==> src/rtl/clock_setting_engine.sv <==
// clock_setting_engine: snapshots the live time or one alarm, edits it with inc/dec buttons
// (auto-repeat while held) and commits it on save; discards on mode exit or inactivity.
module clock_setting_engine #(
  parameter int CLK_HZ          = 50_000_000,
  parameter int NUM_ALARMS      = 4,
  parameter int MAX_HOURS       = 24,
  parameter int MAX_MINUTES     = 60,
  parameter int REPEAT_DELAY_MS = 500,
  parameter int REPEAT_RATE_MS  = 100,
  parameter int TIMEOUT_S       = 10,
  localparam int HW = $clog2(MAX_HOURS),
  localparam int MW = $clog2(MAX_MINUTES),
  localparam int AW = NUM_ALARMS > 1 ? $clog2(NUM_ALARMS) : 1
) (
  input  logic                     clk,
  input  logic                     rst,
  input  logic [HW-1:0]            cur_hours,
  input  logic [MW-1:0]            cur_minutes,
  input  logic [NUM_ALARMS*HW-1:0] alarm_hours_bus,
  input  logic [NUM_ALARMS*MW-1:0] alarm_minutes_bus,
  input  logic                     time_mode_switch,
  input  logic                     alarm_mode_switch,
  input  logic [AW-1:0]            alarm_sel,
  input  logic                     min_tens_switch,
  input  logic                     hours_tens_switch,
  input  logic                     save_btn,
  input  logic                     inc_min_btn,
  input  logic                     dec_min_btn,
  input  logic                     inc_hour_btn,
  input  logic                     dec_hour_btn,
  output logic [HW-1:0]            hours_settings,
  output logic [MW-1:0]            minutes_settings,
  output logic                     editing,
  output logic [AW-1:0]            edit_alarm_idx,
  output logic                     set_time,
  output logic                     set_alarm,
  output logic                     timeout
);
  localparam int DLY    = CLK_HZ / 1000 * REPEAT_DELAY_MS;
  localparam int RATE   = CLK_HZ / 1000 * REPEAT_RATE_MS;
  localparam int RMAX   = DLY > RATE ? DLY : RATE;
  localparam int RW     = $clog2(RMAX + 1);
  localparam int TO_CYC = TIMEOUT_S * CLK_HZ;
  localparam int TW     = $clog2(TO_CYC + 1);
  localparam logic [MW:0] M_MOD = (MW+1)'(MAX_MINUTES);
  localparam logic [HW:0] H_MOD = (HW+1)'(MAX_HOURS);

  typedef enum logic [2:0] {ST_IDLE, ST_LOAD, ST_EDIT, ST_COMMIT, ST_WAIT} state_t;

  state_t        state_q, state_d;
  logic          alarm_q, alarm_d;
  logic [HW-1:0] hrs_q, hrs_d;
  logic [MW-1:0] min_q, min_d;
  logic [AW-1:0] idx_q, idx_d;
  logic          timeout_q, timeout_d;
  logic          rep_on_q, rep_on_d, rep_first_q, rep_first_d;
  logic [1:0]    rep_btn_q, rep_btn_d;
  logic [RW-1:0] rep_cnt_q, rep_cnt_d;
  logic [TW-1:0] to_cnt_q, to_cnt_d;
  logic [4:0]    s1_q, s2_q, h_q, press;
  logic [1:0]    win_sel, sel;
  logic          win_vld, held, rep_fire, exit_mode, step;
  logic [MW:0]   m_stp, m_sum;
  logic [HW:0]   h_stp, h_sum;

  // button order: inc_min, dec_min, inc_hour, dec_hour, save (index = step priority)
  assign press     = h_q & ~s2_q;
  assign win_vld   = |press[3:0];
  assign win_sel   = press[0] ? 2'd0 : press[1] ? 2'd1 : press[2] ? 2'd2 : 2'd3;
  assign held      = ~s2_q[rep_btn_q];
  assign rep_fire  = rep_cnt_q == (rep_first_q ? RW'(DLY - 1) : RW'(RATE - 1));
  assign exit_mode = alarm_q ? (!alarm_mode_switch || time_mode_switch)
                             : (!time_mode_switch || alarm_mode_switch);
  assign m_stp     = min_tens_switch ? (MW+1)'(10) : (MW+1)'(1);
  assign h_stp     = hours_tens_switch ? (HW+1)'(10) : (HW+1)'(1);

  always_comb begin
    state_d     = state_q;
    alarm_d     = alarm_q;
    hrs_d       = hrs_q;
    min_d       = min_q;
    idx_d       = idx_q;
    timeout_d   = 1'b0;
    rep_on_d    = 1'b0;
    rep_btn_d   = rep_btn_q;
    rep_first_d = rep_first_q;
    rep_cnt_d   = rep_cnt_q;
    to_cnt_d    = '0;
    step        = 1'b0;
    sel         = win_sel;
    case (state_q)
      ST_IDLE: if (time_mode_switch ^ alarm_mode_switch) begin
        state_d = ST_LOAD;
        alarm_d = alarm_mode_switch;
      end
      ST_LOAD: begin
        state_d = ST_EDIT;
        hrs_d   = alarm_q ? alarm_hours_bus[alarm_sel*HW +: HW] : cur_hours;
        min_d   = alarm_q ? alarm_minutes_bus[alarm_sel*MW +: MW] : cur_minutes;
        idx_d   = alarm_q ? alarm_sel : idx_q;
      end
      ST_EDIT: begin
        rep_on_d = rep_on_q;
        if (exit_mode) state_d = ST_IDLE;
        else if (press[4]) state_d = ST_COMMIT;
        else begin
          if (win_vld) begin
            step        = 1'b1;
            rep_on_d    = 1'b1;
            rep_btn_d   = win_sel;
            rep_first_d = 1'b1;
            rep_cnt_d   = '0;
          end else if (!rep_on_q || !held) rep_on_d = 1'b0;
          else if (rep_fire) begin
            step        = 1'b1;
            sel         = rep_btn_q;
            rep_first_d = 1'b0;
            rep_cnt_d   = '0;
          end else rep_cnt_d = rep_cnt_q + 1'b1;
          to_cnt_d = step ? '0 : to_cnt_q + 1'b1;
          if (!step && to_cnt_q == TW'(TO_CYC - 1)) begin
            state_d   = ST_WAIT;
            timeout_d = 1'b1;
          end
        end
      end
      ST_COMMIT: state_d = ST_WAIT;
      ST_WAIT: if (!time_mode_switch && !alarm_mode_switch) state_d = ST_IDLE;
      default: state_d = ST_IDLE;
    endcase
    // decrement is an add of the modular complement so one comparator handles wrap
    m_sum = {1'b0, min_q} + (sel[0] ? M_MOD - m_stp : m_stp);
    m_sum = m_sum >= M_MOD ? m_sum - M_MOD : m_sum;
    h_sum = {1'b0, hrs_q} + (sel[0] ? H_MOD - h_stp : h_stp);
    h_sum = h_sum >= H_MOD ? h_sum - H_MOD : h_sum;
    if (step && sel[1]) hrs_d = h_sum[HW-1:0];
    if (step && !sel[1]) min_d = m_sum[MW-1:0];
    if (state_d == ST_IDLE) begin
      hrs_d = '0;
      min_d = '0;
    end
  end

  always_ff @(posedge clk or negedge rst) begin
    if (!rst) begin
      state_q     <= ST_IDLE;
      alarm_q     <= 1'b0;
      hrs_q       <= '0;
      min_q       <= '0;
      idx_q       <= '0;
      timeout_q   <= 1'b0;
      rep_on_q    <= 1'b0;
      rep_btn_q   <= '0;
      rep_first_q <= 1'b0;
      rep_cnt_q   <= '0;
      to_cnt_q    <= '0;
      s1_q        <= '1;
      s2_q        <= '1;
      h_q         <= '1;
    end else begin
      state_q     <= state_d;
      alarm_q     <= alarm_d;
      hrs_q       <= hrs_d;
      min_q       <= min_d;
      idx_q       <= idx_d;
      timeout_q   <= timeout_d;
      rep_on_q    <= rep_on_d;
      rep_btn_q   <= rep_btn_d;
      rep_first_q <= rep_first_d;
      rep_cnt_q   <= rep_cnt_d;
      to_cnt_q    <= to_cnt_d;
      s1_q        <= {save_btn, dec_hour_btn, inc_hour_btn, dec_min_btn, inc_min_btn};
      s2_q        <= s1_q;
      h_q         <= s2_q;
    end
  end

  assign hours_settings   = hrs_q;
  assign minutes_settings = min_q;
  assign edit_alarm_idx   = idx_q;
  assign editing          = state_q == ST_LOAD || state_q == ST_EDIT;
  assign set_time         = state_q == ST_COMMIT && !alarm_q;
  assign set_alarm        = state_q == ST_COMMIT && alarm_q;
  assign timeout          = timeout_q;
endmodule

==> config.mk <==
export PLATFORM = sky130hd
export DESIGN_NAME = clock_setting_engine
export DESIGN_NICKNAME = d
export VERILOG_FILES = /design/src/rtl/clock_setting_engine.sv
export SDC_FILE = /design/constraint.sdc
export NUM_CORES = 1
export LEC_CHECK = 0
export ABC_AREA = 0
export BUFFER_PORTS_ARGS = -buffer_cell sky130_fd_sc_hd__buf_2
export CORE_ASPECT_RATIO = 0.75
export CORE_MARGIN = 3
export CORE_UTILIZATION = 35
export CTS_BUF_LIST = sky130_fd_sc_hd__clkbuf_4 sky130_fd_sc_hd__clkbuf_8 sky130_fd_sc_hd__clkbuf_16
export CTS_CLUSTER_SIZE = 20
export DETAILED_ROUTE_END_ITERATION = 6
export PLACE_DENSITY = 0.56
export SYNTH_ARGS = -nofsm -noshare
export SYNTH_HDL_FRONTEND = slang
export SYNTH_SLANG_ARGS = --single-unit
==> constraint.sdc <==
create_clock -name clk -period 9.7 [get_ports clk]
set_clock_uncertainty 0.2 [all_clocks]
set_input_delay 0.485 -clock clk [delete_from_list [all_inputs] [get_ports clk]]
set_output_delay 0.485 -clock clk [all_outputs]
set_load 0.05 [all_outputs]
Yosys cells after proc, flatten, opt, wreduce, memory -nomap -nowiden. Index checks and enable logic that the tools add are counted.

Bitwise gates (word level): 5. $mul: 2. Add/subtract/negate cells: 8. Shift-type cells: 2. $lt $le $gt $ge: 3. Muxes and demuxes: 61. Reductions and logical operators: 28. Equal/unequal tests: 10.

Operators by type and width (count): $mux W29 (4); $mux W25 (4); $mux W6 (6); $add A29 B1 Y29 const B (1); $eq A29 B29 Y1 const B (1); $add A25 B1 Y25 const B (1); $eq A25 B25 Y1 (1); $mux W5 (5); $mux W1 (24); $shiftx A24 B6 Y6 (1); $shiftx A20 B6 Y5 (1); $mux W2 (8); $mux W3 (5); $pmux W3 S5 (1); $mux W4 (2); $reduce_and A4 Y1 (2); $add A6 B7 Y7 (1); $ge A7 B6 Y1 const B (1); $mux W7 (1); $sub A6 B4 Y7 const A (1); $add A5 B6 Y6 (1); $eq A3 B2 Y1 const B (2); $ge A6 B5 Y1 const B (1); $logic_and A1 B1 Y1 (6); 24 further kinds (38).

Input port bits: 68. Logic and storage cells: 133. Register bits after elaboration: 91. Output and inout port bits: 17.

Depth between registers and ports, before layout.
Depth in word-level cells: 17. Mapped depth: 19.

Worst setup path before layout. No wires, ideal clock.

Path kind: register to register. Start: register rep_btn_q[0]. End: register min_q[4], in the netlist minutes_settings[4]. Path slack: 5645 ps. Arrival: 3761 ps. Data required time: 9406 ps. Stages on the path, launching flop included: 18. Path through: dfrtp_1 mux4_2 and2b_1 o2111ai_1 o31ai_1 ha_1 inv_1 ha_1 a21o_1 nand2_1 xnor2_1 ha_1 nand2_1 a2bb2oi_1 o211ai_1 o211ai_1 xor2_1 a211oi_1.

Word-level cells in the longest chain between the ends: 16.

RTL lines: from (decl) (RTL line 57) `logic [1:0] rep_btn_q, rep_btn_d;`; from (signal assigned) (RTL line 168) `rep_btn_q <= rep_btn_d;`; branches (longest 16 deep; another with $add A6 B7 Y7); to (signal assigned) (RTL line 164) `min_q <= min_d;`; to (decl) (RTL line 53) `logic [MW-1:0] min_q, min_d;`.

Parallel ways; which one is timed is not known. The select of a mux whose other input is x is not followed. A chain may end at the register's enable or synchronous reset.

Worst setup path after layout.
Start: register alarm_q. End: register min_q[4], in the netlist minutes_settings[4].

Word-level cells in the longest chain between the ends: 9.

RTL lines: from (decl) (RTL line 51) `logic alarm_q, alarm_d;`; from (signal assigned) (RTL line 162) `alarm_q <= alarm_d;`; $mux W1 (RTL line 72) `assign exit_mode = alarm_q ? (!alarm_mode_switch || time_mode_switch)`; $mux W2 (RTL line 104) `if (exit_mode) state_d = ST_IDLE;`; $mux W2 (RTL line 91) `case (state_q)`; $mux W7 (RTL line 132) `m_sum = {1'b0, min_q} + (sel[0] ? M_MOD - m_stp : m_stp);`; $add A6 B7 Y7 (RTL line 132); $sub A6 B6 Y6 / $ge A7 B6 Y1 (equally long branches) (RTL line 133) `m_sum = m_sum >= M_MOD ? m_sum - M_MOD : m_sum;`; $mux W6 (RTL line 133); $mux W6 (RTL line 137) `if (step && !sel[1]) min_d = m_sum[MW-1:0];`; $mux W6 (RTL line 138) `if (state_d == ST_IDLE) begin`.

Parallel ways exist; a longest one is shown, timed or not. The select of a mux whose other input is x is not followed.

==> summary.txt <==
STA
  – Setup TNS: 0 ns
  – Final Cycle Share: between 40% and 50%
  – Final Hold Viols: 0
  – Worst slew pin tran: between 1 and 1.5 ns
  – Final Max Slew Viols: 0
  – Max Freq: 0.210 GHz
  – Hold Slack: 0.0273 ns
  – RSZ-0062 raised after global routing: false
  – Setup violators final: 0
  – Slew Limit Headroom: approximately a quarter
  – Min Tclk post-route: 4.77 ns

Yosys
  – Average cell area after synthesis: 9.61 um^2
  – Syn Inst Count: 569
  – Synth area leader: dfrtp_1
  – Ys flop type: dfrtp_1
  – Yosys warns: 0
  – Syn_nets: 656
  – Post-Syn Area: about 5500 um^2
  – EDFF count, synth: 0
  – Fraction of registers with async set/reset: 100%
  – Synth area leaders: dfrtp_1 35%, dfstp_2 7.2%, mux4_2 4.9%
  – Synth Register Bits: 91
  – Sequential-to-total area share from yosys stat: about two fifths
  – Top-area cell type share of the netlist area: 34.8%
  – Distinct cells, synth: 63

Worst hold path
  – Worst hold path class: in -> reg
  – Worst Hold Path EP: s1_q[4]
  – Hold wc startpoint: save_btn
  – Hold path depth: 1

Finish
  – Share of cells above drive strength 1: approximately 22%
  – Multi-input gate area: 3010 um^2
  – Final instance area: 6380 um^2
  – Leading cell type in the layout, fill and taps excluded: buf_2
  – Most frequent cells in the layout: 83 x buf_2, 76 x dfrtp_1, 64 x nor2_1
  – Core Util, Final: 42.9%
  – Area delta synth->final: 16.7%
  – Register Area: 2300 um^2
  – Final net count: 735
  – Layout filler cell count: 1459
  – Ant diodes: 0

Critical path
  – Worst path cell trace: mux2i_1 > nor3_4 > nand2b_1 > o31ai_1 > ha_1 > inv_1 > ha_1 > a21o_1 > nand2_1 > xnor2_1 > ha_1 > nand2_1 > a2bb2oi_1 > o211ai_1 > o211ai_1 > xor2_1 > a211oi_1
  – CP startpoint: alarm_q
  – Crit end category: register
  – Top delay family on crit path: compound AO/OA/AOI/OAI gates
  – CP max-delay cell: dfrtp_1
  – R2R depth: 17
  – Worst path bufs/invs: 1
  – WS Path Type: reg -> reg
  – FF-to-FF Start: alarm_q
  – WP depth: 17
  – Most common cell on crit path: ha_1
  – CP peak stage delay: 0.80 ns
  – CP startpoint kind: register
  – Arrival time worst endpoint: 4.82 ns
  – RR Endpoint: minutes_settings[4]
  – Max FO, Critical Path: 16
  – Reg-to-reg setup timing slack: a little under 5 ns
  – Worst Path Required: 9.76 ns

Placement
  – Placed Area: about 6100 um^2
  – Port buffer count: 84
  – Detail Placement HPWL: 10.1 mm
  – GPL Wtd Cong: 0.867

Clock network
  – Clock Pin Slew Worst Setup and Hold Paths: 0.07 ns
  – CTS H-tree depth: 3
  – Later-pin clock latency in the skew report: 0.35 ns
  – Clock Tree Buf Depth: 2
  – Root Driver: clkbuf_16
  – Num CTS Buffers: 9
  – TritonCTS clock tree: built
  – Clock Sinks: 91

Die
  – Die height: 114 um
  – Die Width: between 150 and 200 um
  – Core footprint: 14900 um^2
  – Total die area: 17200 um^2
  – Io pins: 85
  – Initial Util: 36.7%
  – Row count: 38

Detailed routing
  – Pre-Repair DR Iteration Count: 5
  – Detailed-route via count: 4609
  – DR DRC count: 0
  – Antenna violation net count after detailed routing: 0
  – Vias per cell: roughly 5.4
  – DRT iter0 DRCs: slightly above 300
  – Mean routed wirelength per cell: about 16 um
  – Routed Wire Length: 13.6 mm

Power and ir drop
  – Final Power: 1.26 mW
  – Maximum vdd ir drop: 0.140 mV
  – Pwr dens: 197 nW/um^2
  – Leak: between 2 and 3 nW

GRT
  – Total GRT Usage: 16.8%
  – Initial antenna violation count: 0
  – Pin count of the biggest net entering global routing: 47
  – Vias in the first global route: 4633
  – First-pass GRT wire length: between 20 and 25 mm
  – GRT overflow: 0

Flow run
  – Max_cap viols: 0

Status
  – Status: complete, no violations
flip-flops by register name, summed over array words and instances (netlist names):
name and count:
alarm_q 1, state_q 3, to_cnt_q 29, hours_settings 5, rep_cnt_q 25, h_q 5, rep_first_q 1, edit_alarm_idx 2
timeout 1, s1_q 5, s2_q 5, rep_btn_q 2, minutes_settings 6, rep_on_q 1
cell type report:
cell class / instances / share of cell area (%)
well taps: 200 / 3.92
clock inverters: 6 / 0.824
flip-flops and latches: 91 / 36.0
clock buffers: 10 / 3.65
repair buffers: 89 / 7.26
inverters: 21 / 1.24
multi-input cells: 436 / 47.1
synthesized netlist by cell type, types with 3 or more instances:
master,count
mux2i_1,13
nand2_1,38
nor4b_1,3
clkbuf_1,12
mux2_2,4
nand2b_1,8
nor2_1,64
o2111ai_1,4
xor2_1,17
a21o_1,5
nor3_1,21
o21ai_0,28
nand4_1,10
o221ai_1,6
dfstp_2,15
o211ai_1,4
xnor2_1,28
a21oi_1,39
inv_1,21
nand3_1,30
nor2b_1,4
a211oi_1,6
a31oi_1,3
and3_1,8
or3_1,17
nor4_1,8
dfrtp_1,76
ha_1,17
mux4_2,12
and4_1,3
buf_2,5
repair_timing:
| item | 4_1_cts | 5_1_grt |
|---|---|---|
| hold buffers | 1 | 0 |
| resized for setup | 0 | 0 |
| buffers inserted | 0 | 0 |
| endpoints found under the hold margin | 30 | 0 |
metrics by stage:
step,setup WS [ns],std cells
floorplan,5.65,569
global placement,5.14,836
detailed placement,4.94,836
CTS,4.91,853
global route,4.46,853
finish,4.93,853
power by group:
| group | internal, mW | total [mW] | switching, mW |
|---|---|---|---|
| Sequential | 0.418 | 0.470 | 0.0514 |
| Clock | 0.182 | 0.344 | 0.162 |
| Combinational | 0.173 | 0.446 | 0.273 |
layer usage:
metal | routed length (um) | vias up | global-route usage (%) | part of all wire (%)
li1 | - | 2232 | - | -
met2 | 5990 | 153 | 26.0 | 44
met1 | 6630 | 2207 | 23.7 | 49
met5 | 0 | - | 0 | 0
met4 | 227 | 0 | 5.24 | 1.7
met3 | 798 | 17 | 3.68 | 5.9
worst max-delay path by stage:
| stage | slack (ns) | endpoint |
|---|---|---|
| 2_1_floorplan | 5.65 | minutes_settings[4] |
| 3_3_place_gp | 5.14 | minutes_settings[4] |
| 3_5_place_dp | 4.94 | minutes_settings[4] |
| 4_1_cts | 4.91 | minutes_settings[4] |
| 5_1_grt | 4.46 | minutes_settings[4] |
| 6_report | 4.93 | minutes_settings[4] |
cell families (layout without fill, tap and decap cells):
| logic type | count (synthesis) | count (layout) | synth area share, % |
|---|---|---|---|
| buffers and inverters | 42 | 126 | 3.20 |
| AOI/OAI and AO/OA | 109 | 109 | 12.5 |
| adders and majority gates | 19 | 19 | 4.62 |
| muxes | 29 | 29 | 8.14 |
| and+or+nand+nor | 234 | 234 | 22.3 |
| DFF | 91 | 91 | 42.0 |
| xor gates and xnor gates | 45 | 45 | 7.21 |
worst register-to-register path, stage by stage (launching register included):
cell	delay, ns
dfrtp_1	0.80
mux2i_1	0.33
nor3_4	0.44
nand2b_1	0.13
o31ai_1	0.51
ha_1	0.30
inv_1	0.06
ha_1	0.28
a21o_1	0.15
nand2_1	0.08
xnor2_1	0.27
ha_1	0.22
nand2_1	0.06
a2bb2oi_1	0.12
o211ai_1	0.15
o211ai_1	0.15
xor2_1	0.16
a211oi_1	0.25
Power figures use the tool's default switching activity.
